`src/rtl/i2c_target_rx.sv`:
```
// i2c_target_rx: write-only I2C target that ACKs its address and queues received bytes in a FIFO
// Ports: core_clk/core_rst clock and sync reset; scl_in/sda_in async bus inputs; sda_out open-drain drive;
//        rx_data/rx_valid/rx_ready FIFO head handshake; busy, addr_match, overflow status flags.
module i2c_target_rx #(
  parameter logic [6:0] SLAVE_ADDR = 7'h78,
  parameter int         FIFO_DEPTH = 4
) (
  input  logic       core_clk,
  input  logic       core_rst,
  input  logic       scl_in,
  input  logic       sda_in,
  output logic       sda_out,
  output logic [7:0] rx_data,
  output logic       rx_valid,
  input  logic       rx_ready,
  output logic       busy,
  output logic       addr_match,
  output logic       overflow
);
  localparam int AW = $clog2(FIFO_DEPTH);
  localparam int CW = AW + 1;
  typedef enum logic [2:0] {IDLE, ADDR, ADDR_ACK, DATA, DATA_ACK, IGNORE} state_e;
  state_e        state_q;
  logic [2:0]    scl_q, sda_q;
  logic [3:0]    bit_cnt_q;
  logic [7:0]    shift_q, last_q;
  logic [7:0]    mem_q [FIFO_DEPTH];
  logic [AW-1:0] wptr_q, rptr_q;
  logic [CW-1:0] cnt_q, cnt_d;
  logic          scl_rise, scl_fall, start, stop, byte_done, full, push, pop;
  // [0],[1] synchronizer stages, [2] previous synchronized value
  always_ff @(posedge core_clk)
    if (core_rst) begin
      scl_q <= '1;
      sda_q <= '1;
    end else begin
      scl_q <= {scl_q[1:0], scl_in};
      sda_q <= {sda_q[1:0], sda_in};
    end
  always_comb begin
    scl_rise  = scl_q[1] & ~scl_q[2];
    scl_fall  = ~scl_q[1] & scl_q[2];
    start     = scl_q[1] & scl_q[2] & sda_q[2] & ~sda_q[1];
    stop      = scl_q[1] & scl_q[2] & ~sda_q[2] & sda_q[1];
    byte_done = scl_fall && bit_cnt_q == 4'd8;
    rx_valid  = cnt_q != '0;
    full      = cnt_q == CW'(FIFO_DEPTH);
    // start/stop need SCL high, so they can never coincide with a falling edge
    push      = state_q == DATA && byte_done && !full;
    pop       = rx_valid & rx_ready;
    cnt_d     = cnt_q + CW'(push) - CW'(pop);
    rx_data   = rx_valid ? mem_q[rptr_q] : last_q;
  end
  always_ff @(posedge core_clk)
    if (core_rst) begin
      state_q    <= IDLE;
      sda_out    <= 1'b1;
      busy       <= 1'b0;
      addr_match <= 1'b0;
      overflow   <= 1'b0;
      bit_cnt_q  <= '0;
      shift_q    <= '0;
    end else if (stop) begin
      state_q    <= IDLE;
      sda_out    <= 1'b1;
      busy       <= 1'b0;
      addr_match <= 1'b0;
    end else if (start) begin
      state_q    <= ADDR;
      sda_out    <= 1'b1;
      busy       <= 1'b1;
      addr_match <= 1'b0;
      bit_cnt_q  <= '0;
    end else begin
      case (state_q)
        ADDR, DATA: begin
          if (scl_rise) begin
            shift_q   <= {shift_q[6:0], sda_q[1]};
            bit_cnt_q <= bit_cnt_q + 4'd1;
          end else if (byte_done && state_q == ADDR) begin
            state_q    <= (shift_q[7:1] == SLAVE_ADDR && !shift_q[0]) ? ADDR_ACK : IGNORE;
            addr_match <= shift_q[7:1] == SLAVE_ADDR && !shift_q[0];
            sda_out    <= !(shift_q[7:1] == SLAVE_ADDR && !shift_q[0]);
          end else if (byte_done) begin
            state_q  <= full ? IGNORE : DATA_ACK;
            overflow <= overflow | full;
            sda_out  <= full;
          end
        end
        ADDR_ACK, DATA_ACK:
          if (scl_fall) begin
            state_q   <= DATA;
            sda_out   <= 1'b1;
            bit_cnt_q <= '0;
          end
        IDLE, IGNORE: sda_out <= 1'b1;
        default: state_q <= IDLE;
      endcase
    end
  always_ff @(posedge core_clk)
    if (core_rst) begin
      wptr_q <= '0;
      rptr_q <= '0;
      cnt_q  <= '0;
      last_q <= '0;
    end else begin
      if (push) begin
        mem_q[wptr_q] <= shift_q;
        wptr_q        <= wptr_q + AW'(1);
      end
      if (pop) begin
        last_q <= mem_q[rptr_q];
        rptr_q <= rptr_q + AW'(1);
      end
      cnt_q <= cnt_d;
    end
endmodule

```
`config.mk`:
```
export PLATFORM = sky130hd
export DESIGN_NAME = i2c_target_rx
export DESIGN_NICKNAME = d
export VERILOG_FILES = /design/src/rtl/i2c_target_rx.sv
export SDC_FILE = /design/constraint.sdc
export NUM_CORES = 1
export LEC_CHECK = 0
export ABC_AREA = 1
export BUFFER_PORTS_ARGS = -buffer_cell sky130_fd_sc_hd__buf_2
export CORE_MARGIN = 1.5
export CORE_UTILIZATION = 30
export DETAILED_ROUTE_END_ITERATION = 6
export PLACE_DENSITY_LB_ADDON = 0.15
export REMOVE_ABC_BUFFERS = 1
export SYNTH_ARGS = -nofsm -noshare
export SYNTH_HDL_FRONTEND = slang
export SYNTH_SLANG_ARGS = --single-unit
```
`constraint.sdc`:
```
create_clock -name core_clk -period 2.9 [get_ports core_clk]
set_clock_uncertainty 0.05 [all_clocks]
set_input_delay 0 -clock core_clk [delete_from_list [all_inputs] [get_ports core_clk]]
set_output_delay 0 -clock core_clk [all_outputs]
set_load 0.05 [all_outputs]
```
==> summary.txt <==
Timing
  – Maximum clock rate: 427 MHz
  – RSZ-0062 raised after global routing: false
  – Max-slew headroom: 51.2%
  – Post-Route Setup TNS: 0 ns
  – WHS: 0.166 ns
  – Final Hold Vio Count: 0
  – Minimum clock period: around 2.3 ns
  – Final clock period utilization by the worst path: around four fifths
  – Setup-violating endpoint count in the final report: 0
  – Slew @ Worst Pin: 0.731 ns
  – Total count of max-transition violations in the final report: 0

Die
  – Boundary pin count: 18
  – Starting density of the core: 31.2%
  – Width of the die: 107 µm
  – Die Height: around 110 µm
  – Placeable Area: about 0.010 mm²
  – Core Rows: 37
  – Area of the die: 0.0115 mm²

Critical path
  – Worst-path maximum fanout: 5
  – WP data arrival: 2.57 ns
  – Crit path required time: 3.13 ns
  – Critical Path Start Type: register
  – Nature of the critical path endpoint: register
  – Critical path class: reg -> reg

Yosys
  – Synthesis Warnings: 0
  – Number of synthesized register bits: 74
  – Post-synthesis cell type count: 33
  – Netlist Area Pre-Place: 0.00325 mm²
  – Most frequent cells after synthesis: 64 x sky130_fd_sc_hd__nand2_1, 42 x sky130_fd_sc_hd__dfxtp_1, 42 x sky130_fd_sc_hd__nor2_1
  – Mapped Cells: 348
  – Seq/Total Area, Yosys: 55.5%
  – Synth async-reset ratio: 0%
  – EDFF count, synth: 32
  – Synth area leader: sky130_fd_sc_hd__edfxtp_1
  – Area fraction of the dominant cell type after synthesis: 29.6%
  – Most used standard cell by instance count after synthesis: sky130_fd_sc_hd__nand2_1
  – Leading cell types by total area after synthesis: sky130_fd_sc_hd__edfxtp_1 30%, sky130_fd_sc_hd__dfxtp_1 26%, sky130_fd_sc_hd__nand2_1 7.4%
  – Average cell area after synthesis: 9.33 µm²
  – Flip-flop cell with the highest count after synthesis: sky130_fd_sc_hd__dfxtp_1

GRT
  – Overflow left after global routing: 0
  – Initial antenna violation count: 0
  – Largest net degree at the start of global routing: 26
  – Number of global-route vias before repair: 2130
  – All-Layer GR Usage: 12.3%
  – Global-route wire length before repair: 10.7 mm

Routing
  – Via-per-instance ratio: between 4 and 5
  – Count of routing violations after the opening detailed-route iteration: 124
  – Wire length per cell: 12.2 µm
  – Final routed wirelength across all metal layers: 6.28 mm
  – Post-route ant nets: 0
  – Number of vias after detailed routing: about 2300
  – First-pass DRT Iterations: 4
  – Detailed-route DRC error count: 0

CTS
  – Library cell used as clock root buffer: sky130_fd_sc_hd__clkbuf_8
  – Maximum buffer depth of the clock tree: 2
  – Sinks on Clock Net: between 70 and 80
  – # H-tree levels: 3
  – CTS clock-pin slew for the worst setup and hold paths: 0.08 ns
  – Clock insertion delay at the later pin of the skew report: 0.34 ns
  – TritonCTS buffer count: 9
  – CTS tree: built
  – Post CTS Setup Buffer Count: 0

Layout
  – Count of filler cells inserted in the layout: 1079
  – Net count of the finished layout: 387
  – Area Growth Syn to Fin: 14.1%
  – Post-route non-filler standard cell count: slightly above 500
  – Antenna Cells: 0
  – Proportion of layout cells with a drive suffix above 1: 18.0%

Power and ir drop
  – Maximum ir drop on the vdd rail: ~0.48 mV
  – Power per cell area: 906 mW/mm²
  – Static Leak: 1.56 nW

Min path
  – Hold Path Class: in -> reg

Place
  – Port Buffer Count: 17
  – Weighted congestion at the end of routability-driven global placement: slightly above 0.7
  – Detailed-placement wirelength estimate: about 4.4 mm
  – Post-Place Cells: about 500

Outcome
  – Status: finished clean

Run
  – Max cap viols: 0
==> power breakdown <==
| group | internal (W) | switching [W] | total, W |
|---|---|---|---|
| combinational | 0.000365 | 0.000895 | 0.00126 |
| sequential | 0.00119 | 0.000114 | 0.00130 |
| clock | 0.000396 | 0.000398 | 0.000794 |
==> stage by stage <==
step           utilization (%)  instance area (µm²)  power (W)  setup slack [ns]
3_3_place_gp              33.4                 3480    0.00258             0.640
4_1_cts                   35.5                 3700    0.00340             0.534
5_1_grt                   35.5                 3700    0.00360             0.332
3_5_place_dp              33.4                 3480    0.00259             0.562
6_report                  35.5                 3700    0.00336             0.560
2_1_floorplan                -                 3200    0.00229             0.439
==> area by class of cell <==
| cell class | instances | area (µm²) | area share [%] |
|---|---|---|---|
| clock buffers | 9 | 124 | 3.35 |
| well taps | 136 | 170 | 4.60 |
| repair buffers | 24 | 145 | 3.92 |
| inverters | 38 | 143 | 3.85 |
| clock inverters | 7 | 67.6 | 1.82 |
| multi-input cells | 226 | 1250 | 33.8 |
| flip-flops and latches | 74 | 1800 | 48.7 |
==> layer usage <==
| metal | part of all wire [%] | wire [µm] | vias to the layer above | GRT usage [%] |
|---|---|---|---|---|
| met5 | 0 | 0 | - | 0 |
| met4 | 1.8 | 112 | 0 | 5.24 |
| met3 | 4.5 | 281 | 10 | 3.65 |
| met2 | 41 | 2570 | 35 | 17.4 |
| met1 | 53 | 3310 | 1015 | 17.2 |
| li1 | - | - | 1199 | - |
==> cell families after synthesis <==
kind of cell / synth area share (%)
adders and majority gates: 3.70
buffers and inverters: 5.94
DFF: 55.5
and+or+nand+nor: 21.9
xor gates and xnor gates: 0.810
AOI/OAI and AO/OA: 12.1
==> cells in the final DEF (no fill, tap or decap), types with 2 or more instances in the layout <==
cell type	Yosys	final
sky130_fd_sc_hd__inv_1	30	30
sky130_fd_sc_hd__clkinv_1	0	2
sky130_fd_sc_hd__dfxtp_1	42	42
sky130_fd_sc_hd__ha_1	8	8
sky130_fd_sc_hd__o21ai_0	26	26
sky130_fd_sc_hd__buf_4	2	4
sky130_fd_sc_hd__nand3_1	12	12
sky130_fd_sc_hd__a21oi_1	28	28
sky130_fd_sc_hd__a32o_1	8	8
sky130_fd_sc_hd__or2_2	5	5
sky130_fd_sc_hd__inv_2	8	8
sky130_fd_sc_hd__nand2_4	3	3
sky130_fd_sc_hd__nor2_4	4	4
sky130_fd_sc_hd__o21ai_1	4	4
sky130_fd_sc_hd__inv_6	0	2
sky130_fd_sc_hd__dlygate4sd3_1	0	3
sky130_fd_sc_hd__xor2_1	2	2
sky130_fd_sc_hd__nand2_1	64	64
sky130_fd_sc_hd__nor3_4	2	2
sky130_fd_sc_hd__buf_2	3	17
sky130_fd_sc_hd__nor2_1	42	42
sky130_fd_sc_hd__edfxtp_1	32	32
sky130_fd_sc_hd__or2_1	2	2
sky130_fd_sc_hd__nand2_2	6	6
sky130_fd_sc_hd__clkbuf_8	0	9
==> path summary, 6_finish.rpt <==
kind,start,end,slack [ns],cells past startpoint
setup reg to reg,bit_cnt_q[1],cnt_q[2],0.56,13
setup / recovery,bit_cnt_q[1],cnt_q[2],0.56,13
hold / removal,rx_ready,last_q[2],0.17,5
hold reg to reg,sda_q[0],sda_q[1],0.36,1
==> sequential cells by signal, indices dropped and copies added, names as in the netlist, named ones only <==
signal and cells:
addr_match 1, bit_cnt_q 4, overflow 1, busy 1, rptr_q 2, last_q 8
cnt_q 3, shift_q 8, wptr_q 2, state_q 3, scl_q 3, mem_q 32
sda_out 1, sda_q 3
==> worst max-delay path, cell delays in order, from the launching register on <==
cell and delay (ns):
sky130_fd_sc_hd__dfxtp_1 0.33, sky130_fd_sc_hd__inv_1 0.10, sky130_fd_sc_hd__ha_1 0.15, sky130_fd_sc_hd__nand3_1 0.15
sky130_fd_sc_hd__nor2_4 0.18, sky130_fd_sc_hd__nand4_4 0.13, sky130_fd_sc_hd__ha_1 0.32, sky130_fd_sc_hd__inv_1 0.05
sky130_fd_sc_hd__ha_1 0.12, sky130_fd_sc_hd__inv_1 0.05, sky130_fd_sc_hd__fa_1 0.34, sky130_fd_sc_hd__inv_1 0.08
sky130_fd_sc_hd__o21ai_0 0.08, sky130_fd_sc_hd__a21oi_1 0.14
==> timing repair <==
item | CTS | global route
gates resized for setup | 0 | 0
endpoints found under the hold margin | 7 | 0
hold buffers | 3 | 0
Power figures use the tool's default switching activity.
